==> src/rtl/clock_pkg.sv <==
// Shared types and constants for the clock/alarm datapath.
package clock_pkg;

  typedef enum logic [1:0] {
    IDLE    = 2'd0,
    ARMED   = 2'd1,
    RINGING = 2'd2,
    SNOOZE  = 2'd3
  } alarm_state_t;

  typedef logic [1:0] hr10_t;
  typedef logic [3:0] dig_t;
  typedef logic [2:0] min10_t;

  localparam hr10_t ALM_RST_HR10 = 2'd0;
  localparam dig_t  ALM_RST_HR1  = 4'd6;

endpackage

==> src/rtl/alarm_time_reg.sv <==
// BCD hh:mm alarm-time register with wrap-around increment of hours and minutes.
module alarm_time_reg
  import clock_pkg::*;
(
  input  logic   clk_1sec,
  input  logic   reset_n,
  input  logic   en,
  input  logic   inc_hr,
  input  logic   inc_min,
  output hr10_t  hrs_10,
  output dig_t   hrs_1,
  output min10_t mins_10,
  output dig_t   mins_1
);

  hr10_t  hrs_10_q, hrs_10_d;
  dig_t   hrs_1_q, hrs_1_d;
  min10_t mins_10_q, mins_10_d;
  dig_t   mins_1_q, mins_1_d;

  always_comb begin
    hrs_10_d  = hrs_10_q;
    hrs_1_d   = hrs_1_q;
    mins_10_d = mins_10_q;
    mins_1_d  = mins_1_q;
    if (en && inc_hr) begin
      if (hrs_10_q == 2'd2 && hrs_1_q == 4'd3) begin
        hrs_10_d = 2'd0;
        hrs_1_d  = 4'd0;
      end else if (hrs_1_q == 4'd9) begin
        hrs_10_d = hrs_10_q + 2'd1;
        hrs_1_d  = 4'd0;
      end else begin
        hrs_1_d = hrs_1_q + 4'd1;
      end
    end
    // Minute wrap never carries into the hour.
    if (en && inc_min) begin
      if (mins_1_q == 4'd9) begin
        mins_1_d  = 4'd0;
        mins_10_d = (mins_10_q == 3'd5) ? 3'd0 : mins_10_q + 3'd1;
      end else begin
        mins_1_d = mins_1_q + 4'd1;
      end
    end
  end

  always_ff @(posedge clk_1sec or negedge reset_n) begin
    if (!reset_n) begin
      hrs_10_q  <= ALM_RST_HR10;
      hrs_1_q   <= ALM_RST_HR1;
      mins_10_q <= 3'd0;
      mins_1_q  <= 4'd0;
    end else begin
      hrs_10_q  <= hrs_10_d;
      hrs_1_q   <= hrs_1_d;
      mins_10_q <= mins_10_d;
      mins_1_q  <= mins_1_d;
    end
  end

  assign hrs_10  = hrs_10_q;
  assign hrs_1   = hrs_1_q;
  assign mins_10 = mins_10_q;
  assign mins_1  = mins_1_q;

endmodule

==> src/rtl/alarm_ctrl.sv <==
// Alarm FSM: compares time-of-day against the stored alarm, rings, snoozes and times out.
module alarm_ctrl
  import clock_pkg::*;
#(
  parameter int unsigned SNOOZE_SEC = 300,
  parameter int unsigned RING_SEC   = 60,
  parameter int unsigned MAX_SNOOZE = 3
) (
  input  logic       clk_1sec,
  input  logic       reset_n,
  input  logic       alarm_en,
  input  logic       set_mode,
  input  logic       inc_hr,
  input  logic       inc_min,
  input  logic       snooze,
  input  logic       stop,
  input  logic [1:0] cur_hrs_10,
  input  logic [3:0] cur_hrs_1,
  input  logic [2:0] cur_mins_10,
  input  logic [3:0] cur_mins_1,
  input  logic [5:0] cur_sec,
  output logic [1:0] alm_hrs_10,
  output logic [3:0] alm_hrs_1,
  output logic [2:0] alm_mins_10,
  output logic [3:0] alm_mins_1,
  output logic       buzzer,
  output logic       armed
);

  localparam int unsigned RingW    = $clog2(RING_SEC);
  localparam int unsigned SnzLeftW = $clog2(SNOOZE_SEC);
  localparam int unsigned SnzCntW  = (MAX_SNOOZE > 0) ? $clog2(MAX_SNOOZE + 1) : 1;

  localparam logic [RingW-1:0]    RingLast = RingW'(RING_SEC - 1);
  localparam logic [SnzLeftW-1:0] SnzLoad  = SnzLeftW'(SNOOZE_SEC - 1);
  localparam logic [SnzCntW-1:0]  SnzMax   = SnzCntW'(MAX_SNOOZE);

  alarm_state_t        state_q, state_d;
  logic [RingW-1:0]    ring_cnt_q, ring_cnt_d;
  logic [SnzLeftW-1:0] snz_left_q, snz_left_d;
  logic [SnzCntW-1:0]  snz_cnt_q, snz_cnt_d;
  logic                buzzer_q, armed_q;
  logic                edit_en, match;

  assign edit_en = set_mode && (state_q == IDLE || state_q == ARMED);

  alarm_time_reg u_time_reg (
    .clk_1sec (clk_1sec),
    .reset_n  (reset_n),
    .en       (edit_en),
    .inc_hr   (inc_hr),
    .inc_min  (inc_min),
    .hrs_10   (alm_hrs_10),
    .hrs_1    (alm_hrs_1),
    .mins_10  (alm_mins_10),
    .mins_1   (alm_mins_1)
  );

  // Only the second-zero edge can match, so re-entering ARMED mid-minute never retriggers.
  assign match = (cur_hrs_10 == alm_hrs_10) && (cur_hrs_1 == alm_hrs_1) &&
                 (cur_mins_10 == alm_mins_10) && (cur_mins_1 == alm_mins_1) &&
                 (cur_sec == 6'd0);

  always_comb begin
    state_d    = state_q;
    ring_cnt_d = ring_cnt_q;
    snz_left_d = snz_left_q;
    snz_cnt_d  = snz_cnt_q;
    if (!alarm_en) begin
      state_d = IDLE;
    end else begin
      unique case (state_q)
        IDLE: state_d = ARMED;
        ARMED: begin
          if (match) begin
            state_d    = RINGING;
            ring_cnt_d = '0;
            snz_cnt_d  = '0;
          end
        end
        RINGING: begin
          if (stop) begin
            state_d = ARMED;
          end else if (snooze) begin
            if (snz_cnt_q < SnzMax) begin
              state_d    = SNOOZE;
              snz_left_d = SnzLoad;
              snz_cnt_d  = snz_cnt_q + 1'b1;
            end else begin
              state_d = ARMED;
            end
          end else if (ring_cnt_q == RingLast) begin
            state_d = ARMED;
          end else begin
            ring_cnt_d = ring_cnt_q + 1'b1;
          end
        end
        SNOOZE: begin
          if (stop) begin
            state_d = ARMED;
          end else if (snz_left_q == '0) begin
            state_d    = RINGING;
            ring_cnt_d = '0;
          end else begin
            snz_left_d = snz_left_q - 1'b1;
          end
        end
        default: state_d = IDLE;
      endcase
    end
  end

  always_ff @(posedge clk_1sec or negedge reset_n) begin
    if (!reset_n) begin
      state_q    <= IDLE;
      ring_cnt_q <= '0;
      snz_left_q <= '0;
      snz_cnt_q  <= '0;
      buzzer_q   <= 1'b0;
      armed_q    <= 1'b0;
    end else begin
      state_q    <= state_d;
      ring_cnt_q <= ring_cnt_d;
      snz_left_q <= snz_left_d;
      snz_cnt_q  <= snz_cnt_d;
      buzzer_q   <= (state_d == RINGING);
      armed_q    <= (state_d != IDLE);
    end
  end

  assign buzzer = buzzer_q;
  assign armed  = armed_q;

endmodule
==> config.mk <==
export PLATFORM = sky130hd
export DESIGN_NAME = alarm_ctrl
export DESIGN_NICKNAME = d
export VERILOG_FILES = /design/src/rtl/clock_pkg.sv /design/src/rtl/alarm_time_reg.sv /design/src/rtl/alarm_ctrl.sv
export SDC_FILE = /design/constraint.sdc
export NUM_CORES = 1
export LEC_CHECK = 0
export ABC_AREA = 1
export CAP_MARGIN = 10
export CORE_MARGIN = 3
export CORE_UTILIZATION = 52
export CTS_CLUSTER_SIZE = 8
export DETAILED_ROUTE_END_ITERATION = 8
export HOLD_SLACK_MARGIN = 0.03
export PLACE_DENSITY = 0.82
export SETUP_SLACK_MARGIN = 0.1
export SYNTH_ARGS = -nofsm -noshare
export SYNTH_HDL_FRONTEND = slang
export SYNTH_SLANG_ARGS = --single-unit
==> constraint.sdc <==
create_clock -name clk_1sec -period 2.09 [get_ports clk_1sec]
set_clock_uncertainty 0.2 [all_clocks]
set_input_delay 0.418 -clock clk_1sec [delete_from_list [all_inputs] [get_ports clk_1sec]]
set_output_delay 0.418 -clock clk_1sec [all_outputs]
set_load 0.01 [all_outputs]
==> results of run 1 <==
==> routing by layer <==
metal | vias up | global-route usage (%)
li1 | 1066 | -
met1 | 962 | 25.66
met2 | 65 | 37.15
met3 | 7 | 5.468
met4 | 0 | 5.106
met5 | - | 0
==> cell families after synthesis <==
logic type / count (synthesis)
flops: 34
compound gates: 33
simple gates: 170
xor+xnor: 12
buf+inv: 51
fa+ha+maj: 4
==> cell usage in the layout, fill, tap and decap left out, types with 3 or more instances in the layout <==
cell type        count
clkbuf_8             8
buf_4                8
dfrtp_1             32
o21ai_1              6
inv_1               44
xnor2_1              3
a21oi_1             11
o21ai_0             11
nand4_1             10
clkdlybuf4s50_1     39
nand3_1             17
xor2_1               9
nor2_1              42
ha_1                 4
nand2_1             86
nor2_2               3
inv_2                4
==> final timing paths <==
kind	from	endpoint	slack (ns)	cells past startpoint
min in group asynchronous	reset_n	u_time_reg.mins_1[2]	0.33	2
max reg2reg	snz_left_q[1]	ring_cnt_q[0]	0.22	11
max	u_time_reg.mins_1[2]	alm_mins_1[2]	0.17	1
min reg2reg	snz_cnt_q[1]	snz_cnt_q[1]	0.29	2
min	snz_cnt_q[1]	snz_cnt_q[1]	0.29	2
max in group asynchronous	reset_n	u_time_reg.hrs_1[2]	1.01	2
==> layout make-up <==
cell class / instances / area share, %
multi-input cells: 219 / 39.36
repair buffers: 50 / 17.27
clock buffers: 8 / 3.968
inverters: 48 / 6.492
well taps: 48 / 2.164
flip-flops and latches: 34 / 30.75
==> power by group through the flow <==
stage / Sequential [µW] / Combinational [µW] / Clock, µW
final: 963 / 868 / 565
after detailed placement: 975 / 875 / 0
after global routing: 986 / 966 / 602
after CTS: 961 / 869 / 574
after global placement: 967 / 855 / 0
after floorplan: 1000 / 404 / 0
==> flip-flops by register name, summed over array words and instances, names as in the netlist, 2 cells and up <==
| signal | flops |
|---|---|
| u_time_reg.hrs_10 | 2 |
| u_time_reg.mins_10 | 3 |
| u_time_reg.mins_1 | 4 |
| ring_cnt_q | 6 |
| snz_left_q | 9 |
| snz_cnt_q | 2 |
| u_time_reg.hrs_1 | 4 |
| state_q | 2 |
==> metrics by stage <==
stage | TNS [ns] | utilization, % | worst slack [ns] | cells
after floorplan | 0 | - | 0.3731 | 304
after global placement | -0.5592 | 69.30 | -0.08935 | 398
after detailed placement | -0.9665 | 69.30 | -0.1493 | 398
after CTS | 0 | 72.13 | 0.1602 | 406
after global routing | 0 | 73.06 | 0.02897 | 407
final | 0 | 73.06 | 0.1746 | 407
==> repair_timing <==
item | in CTS | in global routing
resized for setup | 2 | 7
buffers inserted | 0 | 1
endpoints found under the setup margin | 2 | 15
==> results.tsv, run 1 <==
stage	metric	value	unit
synthesis	number of flops mapped to enable cells by yosys	0	
synthesis	yosys warns	0	
place	Port-buffer cells	41	
synthesis	synth top area cells	dfrtp_1, nand2_1, inv_1	
routing	DR pass1 iterations	4	
synthesis	syn_nets	335	
global_routing	Tot GR Track Use	21.10	%
critical_path	Top delay family on crit path	buffers and inverters	
place	Post-DP Area	2633	µm²
synthesis	Synth Area in Simple Gates	34.81	%
synthesis	adder-cell share of the synthesized area	2.356	%
global_routing	largest net degree at the start of global routing	35	
clock_tree	Root Driver	clkbuf_8	
place	GPL Wtd Cong	0.8640	
global_routing	vias in the first global route	1949	
critical_path	crit path cell chain	clkdlybuf4s50_1	
synthesis	ys async rst share	100.0	%
synthesis	synth cell count leaders	nand2_1, inv_1, nor2_1	
synthesis	Yosys top cell area share	37.69	%
critical_path	slowest stage delay, CP	0.57	ns
timing	final hold vios	0	
floorplanning	DIE HEIGHT	69.92	µm
floorplanning	Die ar.	4889	µm²
synthesis	multiplexer area fraction after synthesis	0	%
critical_path	CP Data Required Time	1.47	ns
power_and_ir_drop	Flop pwr share	40.2	%
clock_tree	Num CTS Buffers	5	
routing	DRT antenna net count	0	
power_and_ir_drop	peak supply drop	512.1	µV
place	hpwl dp	3721	µm
run_status	outcome	finished clean	
power_and_ir_drop	Clock Power Share	23.6	%
synthesis	Netlist cell types	27	
clock_tree	deepest clock path buffer count	2	
routing	top layer in use	met4	
critical_path	crit path max fanout	6	
synthesis	cell taking the most area after synthesis	dfrtp_1	
power_and_ir_drop	overall power	2395	µW
cells_and_area	Reg area	853.3	µm²
cells_and_area	nets	389	
clock_tree	hold_buf cts	0	
synthesis	area fraction in compound gates after synthesis	8.186	%
synthesis	top_reg_cell synth	dfrtp_1	
routing	met3 wire len	320	µm
timing	top achievable clock speed	522.1	MHz
routing	Wirelength per Cell	12.29	µm
power_and_ir_drop	static leakage	0.001405	µW
synthesis	register area share after synthesis	40.16	%
routing	Post-route DRC	0	
clock_tree	clk sinks	34	
critical_path	CP bufs+invs	1	
timing	final worst path period share	91.64	%
clock_tree	Clk Latency, worst-skew pair	0.29	ns
floorplanning	Starting Density	55.93	%
routing	met1 wire length	2149	µm
routing	WL final	5003	µm
clock_tree	H-tree level count	2	
cells_and_area	Filler Cells Inserted	305	
critical_path	Critical Path AT	1.30	ns
timing	Worst-Margin Slew	0.4334	ns
routing	met2 WL	2469	µm
critical_path	Crit Path Class	flip-flop to output port	
routing	Vias	2100	
critical_path	element type at the critical path start	flip-flop	
power_and_ir_drop	Psw	837.8	µW
cells_and_area	share of cells above drive strength 1	9.749	%
min_path	hold crit path type	flip-flop to flip-flop	
cells_and_area	synthesis-to-layout area growth	30.62	%
global_routing	first-pass GRT wire length	8376	µm
clock_tree	CTS tree	yes	
timing	final hold slack	0.2884	ns
synthesis	most numerous cell in the Yosys netlist	nand2_1	
timing	Final min period	1.915	ns
synthesis	Seq cells post-synth	34	
synthesis	Synth Instances	304	
power_and_ir_drop	Sw Ratio	34.98	%
cells_and_area	area of the multi-input gates	1092	µm²
global_routing	initial antenna violation count	0	
timing	final setup violating endpoints	0	
job	MaxCap Viol Count	0	
cells_and_area	antenna cell count	0	
cells_and_area	Final Cell Area	2775	µm²
critical_path	Setup crit end kind	output port	
floorplanning	DIE WIDTH	69.92	µm
routing	Vias/cell	5.160	
power_and_ir_drop	cell-internal power	1557	µW
global_routing	grt total ovfl	0	
floorplanning	Ports	42	
synthesis	Post-Syn Area per Cell	6.989	µm²
synthesis	synthesized cell area	2125	µm²
routing	DRT iter0 DRCs	154	
timing	Max transition margin	71.11	%
critical_path	slowest cell on the critical path	clkdlybuf4s50_1	
clock_tree	clock slew at reported path FFs	0.07	ns
power_and_ir_drop	PwrDens	863.1	nW/µm²
power_and_ir_drop	Comb power frac	36.2	%
synthesis	largest family of logic cells by synthesized area	simple AND/OR/NAND/NOR gates	
floorplanning	Core ar.	3799	µm²
timing	fin. max-slew vios	0	
synthesis	Post-Synth XOR/XNOR Area	4.947	%
floorplanning	# rows	22	
timing	RSZ-0062 raised after global routing	no	
Power figures use the tool's default switching activity.
==> run 2: changes to the inputs <==
--- a/config.mk
+++ b/config.mk
@@ -6,8 +6,6 @@
 export NUM_CORES = 1
 export LEC_CHECK = 0
 export ABC_AREA = 1
-export CAP_MARGIN = 10
-export CORE_MARGIN = 3
 export CORE_UTILIZATION = 52
 export CTS_CLUSTER_SIZE = 8
 export DETAILED_ROUTE_END_ITERATION = 8
==> results.tsv, run 2 (synthesis gave the netlist of run 1 again) <==
stage	metric	value	unit	change
clock_tree	Root Driver	clkbuf_8		unchanged
floorplanning	Starting Density	55.93	%	unchanged
clock_tree	Clk Latency, worst-skew pair	0.29	ns	about the same
timing	final setup violating endpoints	0		unchanged
timing	final hold vios	0		unchanged
routing	Vias/cell	5.143		was 5.160
global_routing	grt total ovfl	0		unchanged
critical_path	CP bufs+invs	1		unchanged
routing	DRT antenna net count	0		unchanged
floorplanning	Core ar.	3799	µm²	unchanged
cells_and_area	fin util	72.23	%	was 73.06%
floorplanning	DIE HEIGHT	65.92	µm	was 69.92 µm
routing	WL final	5032	µm	was 5003 µm
cells_and_area	commonest non-fill, non-tap cell in the layout	nand2_1		unchanged
power_and_ir_drop	overall power	2307	µW	was 2395 µW
place	Post-DP Area	2638	µm²	was 2633 µm²
clock_tree	post-CTS setup repair buffer count	0		unchanged
power_and_ir_drop	Clock Power Share	20.7	%	was 23.6%
job	MaxCap Viol Count	0		unchanged
clock_tree	deepest clock path buffer count	2		unchanged
cells_and_area	Reg area	854.6	µm²	was 853.3 µm²
timing	Worst-Margin Slew	0.3500	ns	was 0.4334 ns
global_routing	Tot GR Track Use	24.73	%	was 21.10%
routing	DR pass1 iterations	4		unchanged
global_routing	met1 GRT Util	29.57	%	was 25.66%
floorplanning	Die ar.	4345	µm²	was 4889 µm²
critical_path	slowest stage delay, CP	0.58	ns	was 0.57 ns
timing	Max transition margin	76.61	%	was 71.11%
cells_and_area	most frequent cells in the layout	nand2_1, inv_1, nor2_1		unchanged
timing	RSZ-0062 raised after global routing	no		unchanged
power_and_ir_drop	Sw Ratio	36.90	%	was 34.98%
clock_tree	H-tree level count	2		unchanged
power_and_ir_drop	Comb power frac	37.4	%	was 36.2%
place	dpl cells	397		was 398
min_path	hold crit path type	input port to asynchronous set/reset pin		was flip-flop to flip-flop
critical_path	CP Data Required Time	1.47	ns	about the same
floorplanning	DIE WIDTH	65.92	µm	was 69.92 µm
timing	Setup TNS	0	ns	unchanged
critical_path	crit path from	u_time_reg.mins_1[2]		unchanged
clock_tree	clock slew at reported path FFs	0.07	ns	about the same
routing	Wirelength per Cell	12.42	µm	was 12.29 µm
cells_and_area	Largest register FFs	9		unchanged
place	Port-buffer cells	41		unchanged
global_routing	met2 Use GR	42.09	%	was 37.15%
critical_path	Critical Path AT	1.32	ns	was 1.30 ns
global_routing	initial antenna violation count	0		unchanged
critical_path	Setup crit end kind	output port		unchanged
power_and_ir_drop	cell-internal power	1456	µW	was 1557 µW
clock_tree	clk sinks	34		unchanged
critical_path	element type at the critical path start	flip-flop		unchanged
cells_and_area	nets	387		was 389
floorplanning	Ports	42		unchanged
timing	top achievable clock speed	515.7	MHz	was 522.1 MHz
timing	fin. max-slew vios	0		unchanged
global_routing	largest net degree at the start of global routing	35		unchanged
critical_path	slowest cell on the critical path	clkdlybuf4s50_1		unchanged
timing	Final min period	1.939	ns	was 1.915 ns
cells_and_area	area of the multi-input gates	1094	µm²	was 1092 µm²
cells_and_area	share of cells above drive strength 1	9.244	%	was 9.749%
cells_and_area	synthesis-to-layout area growth	29.15	%	was 30.62%
timing	final worst path period share	92.78	%	was 91.64%
place	GPL Wtd Cong	0.8110		was 0.8640
routing	Vias	2083		was 2,100
floorplanning	# rows	22		unchanged
cells_and_area	antenna cell count	0		unchanged
global_routing	first-pass GRT wire length	8128	µm	was 8376 µm
clock_tree	CTS tree	yes		unchanged
routing	DRT iter0 DRCs	119		was 154
power_and_ir_drop	PwrDens	840.8	nW/µm²	was 863.1 nW/µm²
cells_and_area	Filler Cells Inserted	311		was 305
global_routing	met3 GRT Util	6.724	%	was 5.468%
run_status	outcome	finished clean		unchanged
cells_and_area	Non-Filler Instances	405		was 407
power_and_ir_drop	Flop pwr share	41.9	%	was 40.2%
clock_tree	hold_buf cts	0		unchanged
cells_and_area	Final Cell Area	2744	µm²	was 2775 µm²
critical_path	crit path max fanout	6		unchanged
critical_path	crit path cell chain	clkdlybuf4s50_1		unchanged
global_routing	vias in the first global route	1923		was 1,949
cells_and_area	Largest regs	snz_left_q x9, ring_cnt_q x6		unchanged
cells_and_area	largest register by flop count	snz_left_q		unchanged
routing	Post-route DRC	0		unchanged
power_and_ir_drop	static leakage	0.001382	µW	was 0.001405 µW
clock_tree	Num CTS Buffers	5		unchanged
critical_path	Top delay family on crit path	buffers and inverters		unchanged
global_routing	GRT busiest layer	met2		unchanged
critical_path	Crit Path Class	flip-flop to output port		unchanged
place	hpwl dp	3641	µm	was 3721 µm
power_and_ir_drop	peak supply drop	416.2	µV	was 512.1 µV
critical_path	critical register-to-register path startpoint	ring_cnt_q[0]		was snz_left_q[1]
power_and_ir_drop	Psw	851.2	µW	was 837.8 µW
==> run 2: cell count changes in the layout (fill, tap and decap cells not counted), sizes merged <==
cell,before,now
clkbuf,8,6
buf,9,7
clkinv,0,2
==> run 2: power groups by stage <==
| stage | combinational (µW) | sequential (µW) | clock [µW] |
|---|---|---|---|
| floorplan | 404 | 1000 | 0 |
| global placement | 854 | 968 | 0 |
| detailed placement | 871 | 977 | 0 |
| CTS | 864 | 964 | 484 |
| global route | 965 | 989 | 521 |
| finish | 863 | 967 | 477 |
==> run 2: repair_timing <==
action                                 CTS  global route
setup endpoints to repair                6            11
resized for setup                        3             6
gates cloned                             0             0
endpoints found under the hold margin    0             0
==> run 2: final timing paths <==
check	end	slack (ns)	depth (start not counted)
min reg2reg	snz_cnt_q[1]	0.29	2
min	u_time_reg.mins_1[0]	0.29	2
max reg2reg	ring_cnt_q[0]	0.23	9
min in group clk_1sec	snz_cnt_q[1]	0.29	2
max	alm_mins_1[2]	0.15	1
max in group asynchronous	u_time_reg.hrs_1[2]	1.14	2
==> run 2: routing by layer <==
layer	up-vias	share of wire [%]
met5	-	0
met4	0	1.5
met3	9	6.8
met2	65	48
met1	954	43
li1	1055	-
==> run 2: cell type report <==
type | count | area share [%]
Multi-Input combinational cell | 219 | 39.85
Sequential cell | 34 | 31.14
Timing Repair Buffer | 48 | 17.24
Inverter | 48 | 6.566
Clock buffer | 6 | 2.645
Tap cell | 48 | 2.189
Clock inverter | 2 | 0.3648
==> run 2: stage by stage <==
step	setup slack [ns]	hold WS, ns
5_1_grt	0.1052	0.2957
6_report	0.1508	0.2866
3_3_place_gp	-0.1255	0.2663
4_1_cts	0.1001	0.2938
2_1_floorplan	0.3731	-0.07759
3_5_place_dp	-0.2110	0.2716
